File: src/rtl/sd_sector_loader.sv
// sd_sector_loader
//   Loads N consecutive 512-byte sectors from an SPI SD-card interface into
//   on-chip memory. One single-block read is issued per sector. Every received
//   byte is written one cycle after its strobe. The block reports completion
//   (done pulse) or a sticky timeout error.
//
// Ports
//   clock, reset                   system clock, async active-high reset
//   start, start_sector,
//   sector_count, dest_base        load request (sampled in IDLE/DONE/ERROR)
//   busy, done, error              status to the boot/load controller
//   sd_idle, sd_byte_valid, sd_byte  from the SD interface
//   sd_begin_read, sd_addr         single-block read request to the SD interface
//   mem_we, mem_addr, mem_wdata    byte write port into PRG/CHR RAM
//
// state    | meaning
// ---------+--------------------------------------------------------------
// IDLE     | waiting for start
// WAIT_RDY | waiting for the SD interface to report idle
// ISSUE    | sd_begin_read pulse with the card address of the current sector
// WAIT_ACK | waiting for sd_idle to drop; re-issues after two idle cycles
// RECEIVE  | writing data bytes; the 512th byte ends the sector
// SECT_END | advance the sector count; finish or fetch the next sector
// DONE     | one-cycle done pulse
// ERROR    | timeout seen; error held until the next accepted start

module sd_sector_loader #(
    parameter int MEM_ADDR_W     = 16,
    parameter int SECTOR_SHIFT   = 0,
    parameter int TIMEOUT_CYCLES = 1048576
) (
    input  logic                  clock,
    input  logic                  reset,
    input  logic                  start,
    input  logic [31:0]           start_sector,
    input  logic [15:0]           sector_count,
    input  logic [MEM_ADDR_W-1:0] dest_base,
    output logic                  busy,
    output logic                  done,
    output logic                  error,
    input  logic                  sd_idle,
    input  logic                  sd_byte_valid,
    input  logic [7:0]            sd_byte,
    output logic                  sd_begin_read,
    output logic [31:0]           sd_addr,
    output logic                  mem_we,
    output logic [MEM_ADDR_W-1:0] mem_addr,
    output logic [7:0]            mem_wdata
);

    localparam int TW = $clog2(TIMEOUT_CYCLES + 1);
    localparam logic [TW-1:0] T_LAST = TW'(TIMEOUT_CYCLES - 1);

    typedef enum logic [2:0] {
        S_IDLE,
        S_WAIT_RDY,
        S_ISSUE,
        S_WAIT_ACK,
        S_RECEIVE,
        S_SECT_END,
        S_DONE,
        S_ERROR
    } state_t;

    state_t                state;
    logic [31:0]           base_sector;
    logic [15:0]           num_sectors;
    logic [MEM_ADDR_W-1:0] base_addr;
    logic [8:0]            byte_cnt;
    logic [15:0]           sect_cnt;
    logic [TW-1:0]         tmo_cnt;
    logic                  ack_wait;

    logic [31:0]           next_sd_addr;
    logic [MEM_ADDR_W-1:0] next_mem_addr;
    logic                  tmo_counting;
    logic                  tmo_expire;

    always_comb begin
        next_sd_addr  = (base_sector + {16'd0, sect_cnt}) << SECTOR_SHIFT;
        // sector offset is truncated to the memory width, so the sum wraps
        next_mem_addr = base_addr + MEM_ADDR_W'({sect_cnt, 9'd0}) + MEM_ADDR_W'(byte_cnt);
        tmo_counting  = (state == S_WAIT_RDY) || (state == S_ISSUE) ||
                        (state == S_WAIT_ACK) || (state == S_RECEIVE);
        // a byte arriving in the expiry cycle takes priority over the timeout
        tmo_expire    = tmo_counting && (tmo_cnt == T_LAST) && !sd_byte_valid;
    end

    always_ff @(posedge clock or posedge reset) begin
        if (reset) begin
            state         <= S_IDLE;
            busy          <= 1'b0;
            done          <= 1'b0;
            error         <= 1'b0;
            sd_begin_read <= 1'b0;
            sd_addr       <= '0;
            mem_we        <= 1'b0;
            mem_addr      <= '0;
            mem_wdata     <= '0;
            base_sector   <= '0;
            num_sectors   <= '0;
            base_addr     <= '0;
            byte_cnt      <= '0;
            sect_cnt      <= '0;
            tmo_cnt       <= '0;
            ack_wait      <= 1'b0;
        end else begin
            done          <= 1'b0;
            mem_we        <= 1'b0;
            sd_begin_read <= 1'b0;

            if (tmo_expire) begin
                state <= S_ERROR;
                error <= 1'b1;
                busy  <= 1'b0;
            end else begin
                if (tmo_counting)
                    tmo_cnt <= sd_byte_valid ? '0 : tmo_cnt + 1'b1;

                case (state)
                    S_IDLE, S_DONE, S_ERROR: begin
                        if (state == S_DONE)
                            state <= S_IDLE;
                        if (start) begin
                            base_sector <= start_sector;
                            num_sectors <= sector_count;
                            base_addr   <= dest_base;
                            error       <= 1'b0;
                            byte_cnt    <= '0;
                            sect_cnt    <= '0;
                            tmo_cnt     <= '0;
                            ack_wait    <= 1'b0;
                            if (sector_count == 16'd0) begin
                                state <= S_DONE;
                                done  <= 1'b1;
                            end else begin
                                state <= S_WAIT_RDY;
                                busy  <= 1'b1;
                            end
                        end
                    end

                    S_WAIT_RDY: begin
                        if (sd_idle) begin
                            state         <= S_ISSUE;
                            sd_begin_read <= 1'b1;
                            sd_addr       <= next_sd_addr;
                            tmo_cnt       <= '0;
                        end
                    end

                    S_ISSUE: begin
                        state    <= S_WAIT_ACK;
                        ack_wait <= 1'b0;
                    end

                    S_WAIT_ACK: begin
                        if (!sd_idle) begin
                            state <= S_RECEIVE;
                        end else if (ack_wait) begin
                            // command not taken after two cycles: pulse again
                            state         <= S_ISSUE;
                            sd_begin_read <= 1'b1;
                            sd_addr       <= next_sd_addr;
                            tmo_cnt       <= '0;
                            ack_wait      <= 1'b0;
                        end else begin
                            ack_wait <= 1'b1;
                        end
                    end

                    S_RECEIVE: begin
                        if (sd_byte_valid) begin
                            mem_we    <= 1'b1;
                            mem_wdata <= sd_byte;
                            mem_addr  <= next_mem_addr;
                            byte_cnt  <= byte_cnt + 9'd1;
                            if (byte_cnt == 9'd511)
                                state <= S_SECT_END;
                        end
                    end

                    S_SECT_END: begin
                        sect_cnt <= sect_cnt + 16'd1;
                        if (sect_cnt + 16'd1 == num_sectors) begin
                            state <= S_DONE;
                            done  <= 1'b1;
                            busy  <= 1'b0;
                        end else begin
                            // WAIT_RDY also absorbs the CRC trailer bytes
                            state <= S_WAIT_RDY;
                        end
                    end

                    default: state <= S_IDLE;
                endcase
            end
        end
    end

endmodule

File: config.mk
export PLATFORM = sky130hd
export DESIGN_NAME = sd_sector_loader
export DESIGN_NICKNAME = d
export VERILOG_FILES = /design/src/rtl/sd_sector_loader.sv
export SDC_FILE = /design/constraint.sdc
export NUM_CORES = 1
export LEC_CHECK = 0
export CORE_ASPECT_RATIO = 1.2
export CORE_MARGIN = 4
export CORE_UTILIZATION = 40
export CTS_CLUSTER_DIAMETER = 80
export CTS_CLUSTER_SIZE = 16
export DETAILED_ROUTE_END_ITERATION = 10
export PLACE_DENSITY_LB_ADDON = 0.15
export SLEW_MARGIN = 40
export SYNTH_ARGS = -nofsm -noshare
export SYNTH_HDL_FRONTEND = slang
export SYNTH_SLANG_ARGS = --single-unit
File: constraint.sdc
create_clock -name clock -period 5.07 [get_ports clock]
set_input_delay 0.7605 -clock clock [delete_from_list [all_inputs] [get_ports clock]]
set_output_delay 0.7605 -clock clock [all_outputs]
set_load 0.005 [all_outputs]
After elaboration in Yosys (flattened, before gate mapping)
Index checks and enable logic that the tools add are counted.
{"block": "classes", "add_sub_neg": 6, "n_shift": 0, "muxes": 51, "bitwise": 1, "reduce_logical": 25, "div_mod_pow": 0, "n_lt_le_gt_ge": 0, "n_mul": 0, "eq_ne": 23}
{"operator": "21-bit 2-to-1 mux", "n": 6}
{"operator": "32-bit 2-to-1 mux", "n": 3}
{"operator": "32-bit one-hot mux with 2 select lines", "n": 1}
{"operator": "21-bit one-hot mux with 3 select lines", "n": 1}
{"operator": "32-bit by 16-bit adder with 32-bit output", "n": 1}
{"operator": "16-bit one-hot mux with 2 select lines", "n": 1}
{"operator": "3-bit 2-to-1 mux", "n": 10}
{"operator": "21-bit by 1-bit adder with 21-bit output, second input constant", "n": 1}
{"operator": "21-bit by 20-bit equality test with 1-bit output, second input constant", "n": 1}
{"operator": "1-bit 2-to-1 mux", "n": 20}
{"operator": "9-bit 2-to-1 mux", "n": 2}
{"operator": "3-bit one-hot mux with 6 select lines", "n": 1}
{"operator": "9-bit one-hot mux with 2 select lines", "n": 1}
{"operator": "16-bit by 1-bit adder with 16-bit output, second input constant", "n": 1}
{"operator": "16-bit adder", "n": 1}
{"operator": "16-bit by 9-bit adder with 16-bit output", "n": 1}
{"operator": "16-bit equality test", "n": 1}
{"operator": "16-bit logical NOT", "n": 1}
{"operator": "16-bit 2-to-1 mux", "n": 1}
{"operator": "3-bit != test, second input constant", "n": 5}
{"operator": "3-bit equality test, second input constant", "n": 4}
{"operator": "4-bit AND reduction", "n": 3}
{"operator": "2-bit != test, second input constant", "n": 5}
{"operator": "5-bit AND reduction", "n": 2}
{"operator": "other kinds (18)", "n": 32}
{"block": "totals", "regBits": 175, "ramBits": 0, "romBits": 0, "elab_cells": 122, "input_bits": 77, "memories": 0, "out_inout_bits": 61, "latchBits": 0}

Longest topological paths before layout
{"block": "depth", "ltp_word": 8, "depth_mapped": 12, "mapped_depth_nobuf": 12}

Worst setup path before layout
Ideal clock, no wire load.
{"block": "synth_timing", "path_type": "flip-flop to flip-flop", "from": "register sect_cnt[0]", "to": "register sd_addr[24]", "t_arrival_ns": 2.717, "setup_time_ns": 0.083, "period_less_slack_ns": 2.800, "slack_ns": 2.270, "stages_incl_launch_ff": 13, "cell_sequence": "dfrtp_1 ha_1 inv_1 fa_1 nor2b_1 o31a_1 or4_4 a311oi_4 o21ai_2 a41oi_4 nor4_1 xnor2_1 o21ai_0"}
{"block": "synth_between", "elab_chain_cells": 4, "elab_cells_between_ends": 5, "cone_classes": "1 x add/sub; 4 x mux"}
{"element": "start, declared", "line": "70", "text": "logic [15:0] sect_cnt;"}
{"element": "start signal, assigned", "line": "184", "text": "sect_cnt <= sect_cnt + 16'd1;"}
{"element": "32-bit by 16-bit adder with 32-bit output *", "line": "80", "text": "next_sd_addr = (base_sector + {16'd0, sect_cnt}) << SECTOR_SHIFT;"}
{"element": "32-bit 2-to-1 mux", "line": "160", "text": "end else if (ack_wait) begin"}
{"element": "32-bit 2-to-1 mux", "line": "158", "text": "if (!sd_idle) begin"}
{"element": "32-bit one-hot mux with 2 select lines *", "line": "120", "text": "case (state)"}
{"element": "end signal, assigned", "line": "147", "text": "sd_addr <= next_sd_addr;"}
{"element": "end signal, assigned", "line": "164", "text": "sd_addr <= next_sd_addr;"}
{"element": "end, declared", "line": "45", "text": "output logic [31:0] sd_addr,"}
Mark *: on every way between the ends. The rest lies on a longest branch, timed or not. The select of a mux whose other input is x is not followed.
A chain may end at the register's enable or synchronous reset.

Worst setup path in the final report
{"block": "layout_timing", "from": "register sect_cnt[0]", "to": "register sd_addr[26]"}
The elaborated chain is that of the path after synthesis.

==> results summary <==
Max-cap violations in this run came to 0. The number of instances in the synthesized netlist is approximately 1100. The minimum clock period after layout is around 3100 ps.

The clock tree from TritonCTS is built. The die is ~170 um tall. The remaining number of nets flagged by the antenna check after routing came out at 0. Along the worst path, the maximum fanout reaches 9. The post-DP HPWL is between 15000 and 20000 um.

The mapped netlist covers between 0.009 and 0.01 mm^2. From synthesis to final layout, the design area changed by 24.2%. The filler cell count is 2202. The routed design has 22300 um of wire. The cell internal power dissipation is approximately 3600 uW. The number of standard-cell rows in the floorplan came out at 60.

The total clock sinks is 175. The data arrival at the endpoint of the critical path came out at 3430 ps. The final setup skew came out at 8.24 ps. The startpoint kind of the worst setup timing path is a flip-flop. The upper clock frequency limit came out at 323 MHz. The port buffer count came out at 137. The slew at the pin closest to its max-slew limit came out at approximately 700 ps.

The register area is about 0.0044 mm^2. The number of CTS-inserted buffers came out at 17. The I/O pin count came out at approximately 140. The horizontal die dimension is 147 um. Yosys mapped a number of flops with a built-in enable equal to 0. On the critical path, the stage with the largest delay is an instance of sky130_fd_sc_hd__dfrtp_1. The total leakage power came out at roughly 0.0053 uW. The initial detailed-routing violation count is 370. The number of global-route vias before repair is around 7400. Setup repair after global routing left no endpoint under its margin. The clock network accounts for 24.2% of the total power. The placement-stage worst setup slack came out at 1960 ps. The part of the total power dissipated in combinational logic is a little over a third. The final layout contains 1282 nets. The largest vdd supply drop came out at 0.244 mV.

On the worst path, the slowest cell contributes a delay of ~490 ps. The global-route wire length before repair is 37200 um. The number of buffers and inverters on the critical path is 1. The synthesized design contains around 180 register bits. The layout cell share with drive strength beyond 1 came out at 4.40%. The placeable core region is 0.0227 mm^2.

The fraction of synthesis flops using an asynchronous set or reset pin came out at 100%. For this run, the detailed router's first-pass iteration total came to 5. Among all flip-flop cells after synthesis, the most frequent one is sky130_fd_sc_hd__dfrtp_1. The warning count from the yosys run came out at 0. The final cycle utilization of the critical path is between 60 and 70%. Traced cell by cell, the critical path runs through ha_1, inv_1, fa_1, nor2b_1, o31a_1, or4_4, a311oi_4, o21ai_2, a41oi_4, nor3_1, xnor2_1, o21ai_0. Averaged over all synthesized cells, the footprint is about 8.8 um^2. The congestion estimate from routability-driven global placement came to 0.819. The overflow left after global routing is 0. The total power came out at 5640 uW. The clock input transition at the sequential cells of the worst setup and hold paths is 70 ps.

The post-cts hold buffer count came out at 0. The total power per unit cell area is 489 mW/mm^2. The number of instances resized during post-cts repair came out at 0.

The netlist uses 60 different library cells. The post-CTS repair timing setup buffer count is 0. The run finished with clean final reports. The area of the multi-input gates is between 0.004 and 0.005 mm^2. The number of failing hold endpoints at the final stage came to 0. For this run, the register share of the synthesized area comes to 47.2%. In the routed design, unresolved DRC markers number 0. The worst hold path belongs to the class reg2reg. The post-synth net total is 1166. The worst setup path is of the reg2reg kind. The insertion delay to the later sink of the worst-skew pair came out at 430 ps. The net switching component of the power came out at 2000 uW.

STA classifies the critical path endpoint as a flip-flop. The number of pins exceeding their max-slew limit in the final report came out at 0. Once the floorplan was initialized, standard cells occupied between 40% and 50% of the core. In the final routed layout, each cell accounts on average for 14.9 um.

The family with the most delay on the worst path is compound AO/OA/AOI/OAI gates. The final setup violation count is 0. The via density per instance came out at 4.98.

The summed negative setup slack over all endpoints is 0 ps. The post-route worst setup slack came out at 1980 ps. The number of antenna violations at the first check in global routing came out at 2.

The H-tree depth came out at 4. In this run the clock root is driven by a sky130_fd_sc_hd__clkbuf_16. For this run, the total global-route usage over all layers was measured as 17.7%. The die covers 0.0257 mm^2. The sequential power share is 39.9%. The worst slew slack as a fraction of its limit came out at 53.5%. The pin count of the biggest net entering global routing came out at 96. Of the total power, the share spent switching nets is 35.4%. The total via count after detailed routing is ~7400. For the worst setup path, the data required time is 5410 ps.

The maximum clock insertion buffer count is 2.
==> synth_stat cells (2+ instances only) <==
cell                        count  area [um^2]
sky130_fd_sc_hd__a31oi_1        3         18.8
sky130_fd_sc_hd__inv_1         24         90.1
sky130_fd_sc_hd__o2111ai_1      2         17.5
sky130_fd_sc_hd__o211ai_1       2         15.0
sky130_fd_sc_hd__xor2_1        48          420
sky130_fd_sc_hd__a211o_1        2         17.5
sky130_fd_sc_hd__nor3_1        14         70.1
sky130_fd_sc_hd__o41ai_1        3         26.3
sky130_fd_sc_hd__o221ai_1       3         26.3
sky130_fd_sc_hd__and2_1         6         37.5
sky130_fd_sc_hd__o22ai_1        3         18.8
sky130_fd_sc_hd__dfrtp_1      175         4380
sky130_fd_sc_hd__a21oi_1       25          125
sky130_fd_sc_hd__buf_2          6         30.0
sky130_fd_sc_hd__o21bai_1       7         52.6
sky130_fd_sc_hd__fa_1           2         40.0
sky130_fd_sc_hd__a21o_1         8         60.1
sky130_fd_sc_hd__nand3_1       35          175
sky130_fd_sc_hd__or2_2          3         18.8
sky130_fd_sc_hd__nand2_1      315         1180
sky130_fd_sc_hd__buf_4          5         37.5
sky130_fd_sc_hd__clkbuf_1      28          105
sky130_fd_sc_hd__o21ai_0       84          420
sky130_fd_sc_hd__o31ai_1        6         45.0
sky130_fd_sc_hd__nand2b_1       9         56.3
sky130_fd_sc_hd__o21a_1         7         52.6
sky130_fd_sc_hd__clkbuf_2       2         10.0
sky130_fd_sc_hd__nand4_1       12         75.1
sky130_fd_sc_hd__mux2i_1        2         20.0
sky130_fd_sc_hd__nor2_1        55          206
sky130_fd_sc_hd__a211oi_1       4         30.0
sky130_fd_sc_hd__ha_1          35          438
sky130_fd_sc_hd__and4_1        11         96.3
sky130_fd_sc_hd__nor4_2         2         25.0
sky130_fd_sc_hd__buf_1          4         15.0
sky130_fd_sc_hd__xnor2_1       47          412
sky130_fd_sc_hd__nor2b_1        5         31.3
sky130_fd_sc_hd__nor3b_1        4         30.0
sky130_fd_sc_hd__and3_1        15         93.8
sky130_fd_sc_hd__nor4_1         9         56.3
==> layer usage <==
metal | wire (um) | share of wire [%] | GRT usage [%] | vias to the layer above
met5 | 13 | 0.058 | 0 | -
met4 | 414 | 1.9 | 5.91 | 2
met3 | 1040 | 4.7 | 3.48 | 27
met2 | 10500 | 47 | 29.3 | 166
met1 | 10300 | 46 | 23.4 | 3443
li1 | - | - | - | 3789
==> worst register-to-register path, delay by kind of cell, from the launching register on <==
| family | cells | cell delay [ps] |
|---|---|---|
| AOI/OAI and AO/OA | 5 | 1240 |
| adders and majority gates | 2 | 440 |
| DFF | 1 | 490 |
| and+or+nand+nor | 3 | 640 |
| xor gates and xnor gates | 1 | 130 |
| buffers and inverters | 1 | 70 |
==> cells by family after synthesis <==
family / synth area share [%]
AND/OR/NAND/NOR: 23.9
flip-flops: 47.2
AO/OA/AOI/OAI: 11.4
XOR/XNOR: 8.96
buffers and inverters: 3.10
adder cells (fa/ha/maj): 5.15
multiplexers: 0.337
==> stage by stage <==
stage	utilization [%]	cells	hold WS [ps]	instance area, um^2
2_1_floorplan	-	1052	452	9290
3_3_place_gp	48.1	1459	460	10900
3_5_place_dp	48.1	1459	461	10900
4_1_cts	50.8	1491	483	11500
5_1_grt	50.9	1492	500	11500
6_report	50.9	1492	476	11500
==> cell usage in the layout (no fill, tap or decap), types with 3 or more instances in the layout <==
cell and instances:
sky130_fd_sc_hd__a211oi_1 4, sky130_fd_sc_hd__a21o_1 8, sky130_fd_sc_hd__a21oi_1 25, sky130_fd_sc_hd__a31oi_1 3, sky130_fd_sc_hd__and2_1 5, sky130_fd_sc_hd__and3_1 15
sky130_fd_sc_hd__and4_1 11, sky130_fd_sc_hd__buf_4 3, sky130_fd_sc_hd__bufinv_16 3, sky130_fd_sc_hd__clkbuf_16 17, sky130_fd_sc_hd__clkdlybuf4s50_1 137, sky130_fd_sc_hd__clkinvlp_4 6
sky130_fd_sc_hd__dfrtp_1 175, sky130_fd_sc_hd__ha_1 35, sky130_fd_sc_hd__inv_1 23, sky130_fd_sc_hd__nand2_1 314, sky130_fd_sc_hd__nand2b_1 8, sky130_fd_sc_hd__nand3_1 35
sky130_fd_sc_hd__nand4_1 12, sky130_fd_sc_hd__nor2_1 54, sky130_fd_sc_hd__nor2b_1 5, sky130_fd_sc_hd__nor3_1 14, sky130_fd_sc_hd__nor3b_1 4, sky130_fd_sc_hd__nor4_1 9
sky130_fd_sc_hd__o21a_1 7, sky130_fd_sc_hd__o21ai_0 84, sky130_fd_sc_hd__o21bai_1 7, sky130_fd_sc_hd__o221ai_1 3, sky130_fd_sc_hd__o22ai_1 3, sky130_fd_sc_hd__o31ai_1 6
sky130_fd_sc_hd__o41ai_1 3, sky130_fd_sc_hd__or2_2 3, sky130_fd_sc_hd__xnor2_1 47, sky130_fd_sc_hd__xor2_1 48
==> power by group through the flow <==
stage	combinational, uW	clock [uW]	sequential (uW)
after detailed placement	2050	0	2280
final	2020	1360	2250
after floorplan	1300	0	2180
after global placement	2020	0	2280
after global routing	2310	1460	2320
after CTS	2070	1400	2260
==> path summary, 6_finish.rpt <==
check	startpoint	end	slack [ps]	cells after the start
setup / recovery	sect_cnt[0]	sd_addr[26]	1980	12
hold / removal	sd_addr[0]	sd_addr[0]	480	2
setup reg to reg	sect_cnt[0]	sd_addr[26]	1980	12
hold reg to reg	sd_addr[0]	sd_addr[0]	480	2
max in group asynchronous	reset	sect_cnt[2]	3410	3
min in group asynchronous	reset	tmo_cnt[12]	750	2
==> layout make-up <==
class,instances,share of cell area (%)
Multi-Input combinational cell,808,40.2
Clock buffer,19,3.84
Timing Repair Buffer,142,12.4
Inverter,24,0.814
Tap cell,310,3.36
Sequential cell,175,38.0
Antenna cell,1,0.0217
Clock inverter,13,1.42
==> sequential cells by signal, summed over array words and instances, names as in the netlist <==
| register | cells |
|---|---|
| num_sectors | 16 |
| busy | 1 |
| base_addr | 16 |
| done | 1 |
| mem_addr | 16 |
| tmo_cnt | 21 |
| ack_wait | 1 |
| base_sector | 32 |
| sd_begin_read | 1 |
| mem_wdata | 8 |
| sect_cnt | 16 |
| state | 3 |
| byte_cnt | 9 |
| mem_we | 1 |
| error | 1 |
| sd_addr | 32 |
Note: power is estimated with default switching activity, not from simulation.
